File: config.mk
export PLATFORM = sky130hd
export DESIGN_NAME = calc_sequencer
export DESIGN_NICKNAME = d
export VERILOG_FILES = /design/src/rtl/calc_pkg.sv /design/src/rtl/calc_key_class.sv /design/src/rtl/calc_sequencer.sv
export SDC_FILE = /design/constraint.sdc
export NUM_CORES = 1
export LEC_CHECK = 0
export CAP_MARGIN = 10
export CORE_MARGIN = 3
export CORE_UTILIZATION = 30
export DETAILED_ROUTE_END_ITERATION = 16
export HOLD_SLACK_MARGIN = 0.03
export PLACE_DENSITY_LB_ADDON = 0.08
export SYNTH_ARGS = -nofsm -noshare
export SYNTH_HDL_FRONTEND = slang
export SYNTH_HIERARCHICAL = 1
export SYNTH_SLANG_ARGS = --single-unit
File: constraint.sdc
create_clock -name clk -period 1.9 [get_ports clk]
set_input_delay 0.38 -clock clk [delete_from_list [all_inputs] [get_ports clk]]
set_output_delay 0.38 -clock clk [all_outputs]
set_load 0.01 [all_outputs]
File: src/rtl/calc_pkg.sv
// calc_pkg: shared definitions for the keypad calculator sequencer.
// Holds the state encoding, key code constants, ALU op encoding and strobe bundles.
package calc_pkg;

  typedef enum logic [2:0] {
    S_A    = 3'd0,
    S_OP   = 3'd1,
    S_B    = 3'd2,
    S_EXEC = 3'd3,
    S_RES  = 3'd4
  } state_t;

  localparam logic [3:0] KEY_CLR  = 4'hA;
  localparam logic [3:0] KEY_ADD  = 4'hB;
  localparam logic [3:0] KEY_SUB  = 4'hC;
  localparam logic [3:0] KEY_EQ   = 4'hD;
  localparam logic [3:0] KEY_GETM = 4'hE;
  localparam logic [3:0] KEY_SETM = 4'hF;

  typedef enum logic {
    ALU_ADD = 1'b0,
    ALU_SUB = 1'b1
  } alu_op_t;

  // Operand/ALU control strobes, one cycle wide.
  typedef struct packed {
    logic a_clear;
    logic a_shift;
    logic b_clear;
    logic b_shift;
    logic alu_start;
  } strobe_t;

  // Memory-path strobes, only present when the memory register is built in.
  typedef struct packed {
    logic a_recall;
    logic b_recall;
    logic mem_store;
  } mem_strobe_t;

  // Translate an operator key into the ALU operation it requests.
  function automatic alu_op_t key_to_op(input logic [3:0] code);
    return (code == KEY_SUB) ? ALU_SUB : ALU_ADD;
  endfunction

endpackage

File: src/rtl/calc_key_class.sv
// calc_key_class: purely combinational decode of a keypad code into key classes.
module calc_key_class
  import calc_pkg::*;
(
  input  logic [3:0] key_code,
  output logic       is_digit,
  output logic       is_op,
  output logic       is_eq,
  output logic       is_clr,
  output logic       is_mem
);

  assign is_digit = (key_code <= 4'd9);
  assign is_op    = (key_code == KEY_ADD) || (key_code == KEY_SUB);
  assign is_eq    = (key_code == KEY_EQ);
  assign is_clr   = (key_code == KEY_CLR);
  assign is_mem   = (key_code == KEY_GETM) || (key_code == KEY_SETM);

endmodule

File: src/rtl/calc_sequencer.sv
// calc_sequencer: clocked entry-phase controller for the keypad calculator.
// Owns digit counting, the pending operator and the ALU handshake.
// Optional memory register support is built when CALC_MEM_EN is defined.
module calc_sequencer
  import calc_pkg::*;
#(
  parameter int unsigned MAX_DIGITS = 4
) (
  input  logic       clk,
  input  logic       rst,
  input  logic       key_valid,
  input  logic [3:0] key_code,
  output logic       key_ready,
  output logic       a_clear,
  output logic       a_shift,
  output logic       b_clear,
  output logic       b_shift,
  output logic [3:0] digit,
  output logic       a_recall,
  output logic       b_recall,
  output logic       mem_store,
  output logic       alu_start,
  output logic       alu_op,
  input  logic       alu_done,
  input  logic       alu_ovf,
  output logic       err,
  output logic [2:0] state_o
);

  localparam logic [3:0] MAX_CNT = 4'(MAX_DIGITS);

  state_t     state, state_n;
  logic [3:0] cnt, cnt_n;
  alu_op_t    op, op_n;
  alu_op_t    next_op, next_op_n;
  logic       chain, chain_n;
  logic       err_q, err_n;
  logic [3:0] digit_q, digit_n;
  strobe_t    strb_q, strb_n;
`ifdef CALC_MEM_EN
  mem_strobe_t mem_q, mem_n;
`endif

  logic is_digit, is_op, is_eq, is_clr, is_mem;

  calc_key_class u_key_class (
    .key_code (key_code),
    .is_digit (is_digit),
    .is_op    (is_op),
    .is_eq    (is_eq),
    .is_clr   (is_clr),
    .is_mem   (is_mem)
  );

  // State and registered outputs; synchronous active-high reset.
  always_ff @(posedge clk) begin
    // NOTE: every register here uses <= so all of them update from the same pre-edge values.
    if (rst) begin
      state   <= S_A;
      cnt     <= '0;
      op      <= ALU_ADD;
      next_op <= ALU_ADD;
      chain   <= 1'b0;
      err_q   <= 1'b0;
      digit_q <= '0;
      strb_q  <= '0;
`ifdef CALC_MEM_EN
      mem_q   <= '0;
`endif
    end else begin
      state   <= state_n;
      cnt     <= cnt_n;
      op      <= op_n;
      next_op <= next_op_n;
      chain   <= chain_n;
      err_q   <= err_n;
      digit_q <= digit_n;
      strb_q  <= strb_n;
`ifdef CALC_MEM_EN
      mem_q   <= mem_n;
`endif
    end
  end

  // Next-state and next-strobe decode for the accepted key or the ALU completion.
  always_comb begin
    // NOTE: every signal gets a hold/idle default first so no path can infer a latch.
    state_n   = state;
    cnt_n     = cnt;
    op_n      = op;
    next_op_n = next_op;
    chain_n   = chain;
    err_n     = err_q;
    digit_n   = digit_q;
    strb_n    = '0;
`ifdef CALC_MEM_EN
    mem_n     = '0;
`endif

    if (state == S_EXEC) begin
      // Keys are not accepted here; only the ALU completion moves the FSM.
      if (alu_done) begin
        err_n = alu_ovf;
        if (alu_ovf || !chain) begin
          state_n = S_RES;
        end else begin
          op_n    = next_op;
          cnt_n   = '0;
          state_n = S_OP;
        end
      end
    end else if (key_valid) begin
      if (is_clr) begin
        strb_n.a_clear = 1'b1;
        strb_n.b_clear = 1'b1;
        cnt_n          = '0;
        err_n          = 1'b0;
        state_n        = S_A;
      end else if (err_q) begin
        // Error latched: everything but clear is swallowed.
      end else if (is_digit) begin
        case (state)
          S_A: begin
            if (cnt < MAX_CNT) begin
              strb_n.a_shift = 1'b1;
              digit_n        = key_code;
              cnt_n          = cnt + 4'd1;
            end
          end
          S_RES: begin
            strb_n.a_clear = 1'b1;
            strb_n.a_shift = 1'b1;
            digit_n        = key_code;
            cnt_n          = 4'd1;
            state_n        = S_A;
          end
          S_OP: begin
            strb_n.b_clear = 1'b1;
            strb_n.b_shift = 1'b1;
            digit_n        = key_code;
            cnt_n          = 4'd1;
            state_n        = S_B;
          end
          S_B: begin
            if (cnt < MAX_CNT) begin
              strb_n.b_shift = 1'b1;
              digit_n        = key_code;
              cnt_n          = cnt + 4'd1;
            end
          end
          default: ;
        endcase
      end else if (is_op) begin
        case (state)
          S_A, S_RES: begin
            op_n    = key_to_op(key_code);
            cnt_n   = '0;
            state_n = S_OP;
          end
          S_OP: op_n = key_to_op(key_code);
          S_B: begin
            // Chained operation: finish the pending one, remember the new operator.
            strb_n.alu_start = 1'b1;
            next_op_n        = key_to_op(key_code);
            chain_n          = 1'b1;
            state_n          = S_EXEC;
          end
          default: ;
        endcase
      end else if (is_eq) begin
        if (state == S_B) begin
          strb_n.alu_start = 1'b1;
          chain_n          = 1'b0;
          state_n          = S_EXEC;
        end
      end else if (is_mem) begin
`ifdef CALC_MEM_EN
        if (state == S_A || state == S_RES) begin
          if (key_code == KEY_SETM) begin
            mem_n.mem_store = 1'b1;
          end else begin
            mem_n.a_recall = 1'b1;
            cnt_n          = MAX_CNT;
            state_n        = S_RES;
          end
        end else if (key_code == KEY_GETM && (state == S_OP || state == S_B)) begin
          mem_n.b_recall = 1'b1;
          cnt_n          = MAX_CNT;
          state_n        = S_B;
        end
`endif
      end
    end
  end

  assign key_ready = (state != S_EXEC);
  assign a_clear   = strb_q.a_clear;
  assign a_shift   = strb_q.a_shift;
  assign b_clear   = strb_q.b_clear;
  assign b_shift   = strb_q.b_shift;
  assign alu_start = strb_q.alu_start;
  assign digit     = digit_q;
  assign alu_op    = op;
  assign err       = err_q;
  assign state_o   = state;

`ifdef CALC_MEM_EN
  assign a_recall  = mem_q.a_recall;
  assign b_recall  = mem_q.b_recall;
  assign mem_store = mem_q.mem_store;
`else
  assign a_recall  = 1'b0;
  assign b_recall  = 1'b0;
  assign mem_store = 1'b0;
`endif

endmodule

==> results of run 1 <==
[timing repair]
| action | CTS | global route |
|---|---|---|
| gates resized for setup | 16 | 8 |
| pin swaps | 1 | 2 |
| hold buffers | 0 | 0 |
| endpoints found under the setup margin | 18 | 14 |
| setup buffers | 1 | 0 |
[worst reg2reg max path: stages, from the launching register on]
cell and delay (ns):
sky130_fd_sc_hd__dfxtp_1 0.31, sky130_fd_sc_hd__buf_4 0.17, sky130_fd_sc_hd__o21bai_1 0.16, sky130_fd_sc_hd__a221oi_1 0.35, sky130_fd_sc_hd__a2bb2o_4 0.24, sky130_fd_sc_hd__or3_1 0.34
sky130_fd_sc_hd__a21oi_1 0.14
[per-layer routing]
metal,vias up,part of all wire,track usage
met3,6,0.035,0.0302
li1,627,-,-
met5,-,0,0
met2,25,0.52,0.274
met4,0,0.013,0.0362
met1,576,0.43,0.174
[power groups by stage]
stage / clock (mW) / combinational, mW / sequential [mW]
finish: 0.337 / 0.202 / 0.437
global route: 0.367 / 0.224 / 0.439
CTS: 0.345 / 0.205 / 0.438
detailed placement: 0 / 0.196 / 0.448
global placement: 0 / 0.195 / 0.447
floorplan: 0 / 0.100 / 0.452
[placed cells by master (no fill, tap or decap), types with 5 or more instances in the layout]
| cell type | n |
|---|---|
| sky130_fd_sc_hd__a21oi_1 | 8 |
| sky130_fd_sc_hd__buf_4 | 28 |
| sky130_fd_sc_hd__clkdlybuf4s50_1 | 18 |
| sky130_fd_sc_hd__dfxtp_1 | 20 |
| sky130_fd_sc_hd__inv_1 | 6 |
| sky130_fd_sc_hd__mux2i_1 | 7 |
| sky130_fd_sc_hd__nand2_1 | 14 |
| sky130_fd_sc_hd__nand2b_1 | 5 |
| sky130_fd_sc_hd__nand3_1 | 6 |
| sky130_fd_sc_hd__nor2_1 | 14 |
| sky130_fd_sc_hd__nor3_1 | 5 |
| sky130_fd_sc_hd__o21ai_0 | 5 |
[path summary, 6_finish.rpt]
| check | startpoint | endpoint | slack, ns | cells after the start |
|---|---|---|---|---|
| setup / recovery | state_o[2]$_SDFFE_PP0P_ | state_o[2]$_SDFFE_PP0P_ | 0.13 | 6 |
| hold / removal | key_code[0] | digit[0]$_SDFFE_PP0P_ | 0.43 | 3 |
| setup reg to reg | state_o[2]$_SDFFE_PP0P_ | state_o[2]$_SDFFE_PP0P_ | 0.13 | 6 |
| hold reg to reg | chain$_SDFFE_PP0P_ | chain$_SDFFE_PP0P_ | 0.48 | 2 |
[sequential cells by signal (all words and copies together) (netlist names)]
register,count
cnt,4
b_clear,1
chain,1
a_clear,1
alu_op,1
alu_start,1
digit,4
b_shift,1
next_op,1
err,1
a_shift,1
state_o,3
[metrics by stage]
step | util | area (sq um)
2_1_floorplan | - | 1230
3_3_place_gp | 0.437 | 1660
3_5_place_dp | 0.437 | 1660
4_1_cts | 0.466 | 1770
5_1_grt | 0.463 | 1760
6_report | 0.463 | 1760
[final cells by class]
type	count	share of cell area
Sequential cell	20	0.228
Timing Repair Buffer	51	0.238
Tap cell	48	0.0341
Multi-Input combinational cell	113	0.447
Clock buffer	4	0.0313
Inverter	7	0.0220
==> qor.yml, run 1 <==
global_route:
  grt_antenna_before_repair: 0
  grt_remaining_overflow: 0
  grt_util_all_layers: 0.148
  global_route_wire_length_before_repair_microns: 6000
  grt_pass1_vias: 1320
  maximum_number_of_pins_on_one_net_before_global_route_repair: 22
power:
  swShare: 0.264
  ir_drop_mv: 0.284
  powerDensity_nw_per_um2: 555
  totalPowerFinal_uw: 976
  comb_power_share: 0.207
  clockPowerShare: 0.345
  sequentialPowerShare: 0.448
  p_sw_uw: 257
  internal_power_uw: 719
  p_leak_nw: 0.698
floorplan:
  number_of_placement_rows: 22
  fp.dieArea_sq_um: 4890
  core_region_area_sq_um: 3800
  floorplan.initialDensity: 0.322
  die_boundary_width_microns: 69.9
  boundaryPins: 27
  die_height_microns: 69.9
final_layout:
  seq_area_sq_um: 400
  filler_cell_count: 377
  syn2layout_area_growth_pct: 43.6
  multi_input_logic_area_sq_um: 786
  layout.nets: 206
  final_cells: 243
  post_route_cells_drive_above_1_share: 0.262
  n_antenna_cell: 0
critical_path:
  worst_ep_required_time_ns: 2.10
  crit_path_top_delay_cell: "sky130_fd_sc_hd__a221oi_1"
  startpoint_to_endpoint_class_of_the_critical_path: "reg -> reg"
  critical_path_peak_fanout: 12
  crit_path_cell_trace: "buf_4 -> o21bai_1 -> a221oi_1 -> a2bb2o_4 -> or3_1 -> a21oi_1"
  crit_path_start_kind: "flop"
  cp.buffers_inverters: 1
  critical_path.top_delay_family: "compound AO/OA/AOI/OAI gates"
  max_stage_delay_on_crit_path_ns: 0.35
  critical_path_capture_point_type: "flop"
  critPathArrivalTime_ns: 1.97
timing:
  setup_tns_ns: 0
  report.final.setup_viol: 0
  postLayoutSetupSlackWorst_ns: 0.134
  maxSlewViolCount: 0
  slew-limit-headroom: 0.637
  clock_skew_ns: 0.00432
  worst_hold_slack_ns: 0.427
  worstMarginPinSlew_ns: 0.540
  final_hold_viols: 0
  rsz_0062_raised_after_global_routing: "no"
  finalCritPeriodShare: 0.929
  final_critical_path_time_including_i_o_delays_and_setup_ns: 1.77
  fmaxAchievable_mhz: 566
hold_path:
  hp-class: "in -> reg"
place:
  place.gp.congestion: 0.898
  placed_cells_incl_taps: 238
  dpl_worst_slack_ns: -0.610
  port-buffer-count: 23
  dp_hpwl_microns: 2600
route:
  detailroute.via_count: 1234
  routed_wirelength_microns: 3330
  post_drt_via_cell_ratio: 5.08
  routedWlPerCell_microns: 13.7
  firstDrtPassIters: 4
  drt_iter0_drc: 49
  post-route-drc-count: 0
  antenna_left: 0
cts:
  clock-sinks: 20
  path_clk_slew_ns: 0.08
  ctsRootBufferMaster: "sky130_fd_sc_hd__clkbuf_8"
  worst_skew_pair.late_latency_ns: 0.26
  cts.path.max_buffers: 2
  cts_tree: "yes"
  cts_h_tree_lvls: 1
  cts_inserted_buffers: 3
job:
  cap_viol_max_count: 0
synthesis:
  warnings_synthesis: 6
  avgSynthCellArea_sq_um: 8.22
  mappedNetlistArea_sq_um: 1220
  syn-instance-count: 149
outcome:
  status: "completed"
No activity file was read; power rests on OpenSTA's default activity.
==> run 2, diff against run 1 <==
clock period = 1.8 ns   (was 1.9 ns; I/O delays follow)
==> qor.yml, run 2 (synthesized netlist as in run 1, its figures left out) <==
final_layout:
  syn2layout_area_growth_pct: 58.0
  stdcell_area_sq_um: 1940  # +10%
  final_cells: 253  # +4.1%
  post_route_cells_drive_above_1_share: 0.351  # +0.0897
  final_common_cell: "sky130_fd_sc_hd__buf_4"
  layout.nets: 216  # +4.9%
  commonest_non_fill_non_tap_cells_in_the_layout: "32 x sky130_fd_sc_hd__buf_4, 18 x sky130_fd_sc_hd__dfxtp_1, 18 x sky130_fd_sc_hd__clkdlybuf4s50_1"
  n_antenna_cell: 0  # unchanged
route:
  post_drt_via_cell_ratio: 5.10  # +0.41%
  firstDrtPassIters: 4  # unchanged
  post-route-drc-count: 0  # unchanged
  detailroute.via_count: 1290  # +4.5%
  routed_wirelength_microns: 3570  # +7.0%
  drt_iter0_drc: 63  # +29%
  antenna_left: 0  # unchanged
  routedWlPerCell_microns: 14.1  # +2.8%
global_route:
  grt_antenna_before_repair: 0  # unchanged
  global_route_wire_length_before_repair_microns: 5780  # -3.7%
  grt_util_all_layers: 0.143  # -0.00546
  maximum_number_of_pins_on_one_net_before_global_route_repair: 22  # unchanged
  grt_pass1_vias: 1235  # -6.4%
  grt_remaining_overflow: 0  # unchanged
critical_path:
  crit_path_start_kind: "input port"
  critical_path_capture_point_type: "flop"
  worst-r2r-setup-slack_ns: 0.03  # -0.10 ns
  critPathArrivalTime_ns: 1.96  # about the same
  worst_setup_path_endpoint: "state_o[2]$_SDFFE_PP0P_"
  worst_ep_required_time_ns: 1.98  # -0.12 ns
  timing.reg2reg.worst_path_depth: 6  # unchanged
  startpoint_to_endpoint_class_of_the_critical_path: "in -> reg"
  worstReg2RegStart: "state_o[2]$_SDFFE_PP0P_"
  crit_start: "key_code[2]"
  critical_path_peak_fanout: 5  # -7
  crit_reg_reg_endpoint: "state_o[2]$_SDFFE_PP0P_"
timing:
  fmaxAchievable_mhz: 562
  report.final.setup_viol: 0  # unchanged
  postLayoutSetupSlackWorst_ns: 0.0212  # -0.113 ns
  final_critical_path_time_including_i_o_delays_and_setup_ns: 1.78
  clock_skew_ns: 0.00297  # -0.00135 ns
  final_hold_viols: 0  # unchanged
  maxSlewViolCount: 0  # unchanged
  finalCritPeriodShare: 0.988
  setup_tns_ns: 0  # unchanged
  rsz_0062_raised_after_global_routing: "yes"
cts:
  cts_h_tree_lvls: 1  # unchanged
  cts_tree: "yes"
  total_of_hold_buffers_inserted_after_clock_tree_synthesis: 0  # unchanged
  worst_skew_pair.late_latency_ns: 0.25  # about the same
  cts_inserted_buffers: 3  # unchanged
  clock-sinks: 20  # unchanged
  path_clk_slew_ns: 0.07  # about the same
  cts.path.max_buffers: 2  # unchanged
  ctsRootBufferMaster: "sky130_fd_sc_hd__clkbuf_8"
power:
  totalPowerFinal_mw: 1.06  # +8.6%
  ir_drop_mv: 0.434  # +53%
  p_leak_nw: 0.778  # +11%
  powerDensity_nw_per_um2: 548  # -1.3%
floorplan:
  number_of_placement_rows: 22  # unchanged
  die_height_microns: 69.9  # unchanged
  die_boundary_width_microns: 69.9  # unchanged
  core_region_area_sq_um: 3800  # unchanged
  fp.dieArea_sq_um: 4890  # unchanged
  boundaryPins: 27  # unchanged
  floorplan.initialDensity: 0.322  # unchanged
place:
  placed_cells_incl_taps: 242  # +1.7%
  dpl_worst_slack_ns: -0.636  # -0.0261 ns
  dp_hpwl_microns: 2530  # -2.9%
  placement.cell_area_sq_um: 1700  # +2.2%
  port-buffer-count: 23  # unchanged
  place.gp.congestion: 0.744  # -17%
hold_path:
  hp-class: "reg -> reg"
job:
  cap_viol_max_count: 0  # unchanged
outcome:
  status: "completed"
## run 2: cell count changes in the layout (fill, tap and decap cells not counted), sizes merged
cell,previous run,this run
clkbuf,8,5
buf,28,40
clkdlybuf4s15,0,1
## run 2: power by group
part | switching, mW | internal, mW | total, mW
clock | 0.146 | 0.194 | 0.340
combinational | 0.122 | 0.136 | 0.258
sequential | 0.00667 | 0.455 | 0.462
## run 2: worst min-delay path by stage
stage,cells after the start,start,endpoint
2_1_floorplan,2,chain$_SDFFE_PP0P_,chain$_SDFFE_PP0P_
3_3_place_gp,2,cnt[1]$_SDFFE_PP0P_,cnt[1]$_SDFFE_PP0P_
3_5_place_dp,2,chain$_SDFFE_PP0P_,chain$_SDFFE_PP0P_
4_1_cts,2,chain$_SDFFE_PP0P_,chain$_SDFFE_PP0P_
5_1_grt,2,cnt[1]$_SDFFE_PP0P_,cnt[1]$_SDFFE_PP0P_
6_report,2,cnt[1]$_SDFFE_PP0P_,cnt[1]$_SDFFE_PP0P_
## run 2: layer usage
layer,up-vias,global-route usage,part of all wire
li1,643,-,-
met1,605,0.184,0.46
met2,40,0.240,0.48
met3,2,0.0403,0.056
met4,0,0.0255,0.0053
met5,-,0,0
## run 2: final cells by class
type	count	area [sq um]
Fill cell	362	1860
Multi-Input combinational cell	113	856
Timing Repair Buffer	61	523
Sequential cell	20	403
Tap cell	48	60.1
Clock buffer	4	55.1
Inverter	7	38.8
## run 2: metrics by stage
step | util | hold slack, ns
6_report | 0.510 | 0.489
5_1_grt | 0.510 | 0.527
4_1_cts | 0.485 | 0.487
3_5_place_dp | 0.447 | 0.471
3_3_place_gp | 0.447 | 0.468
2_1_floorplan | - | 0.449
## run 2: critical path, stage by stage
cell,delay (ns)
sky130_fd_sc_hd__clkdlybuf4s15_2,0.22
sky130_fd_sc_hd__o21ai_2,0.23
sky130_fd_sc_hd__o21bai_4,0.09
sky130_fd_sc_hd__a221oi_4,0.32
sky130_fd_sc_hd__a2bb2o_4,0.25
sky130_fd_sc_hd__or3_1,0.34
sky130_fd_sc_hd__a21oi_1,0.16
## run 2: timing repair
action | CTS | global route
endpoints found under the setup margin | 19 | 13
resized for setup | 29 | 18
buffers inserted | 4 | 3
pin swaps | 7 | 6
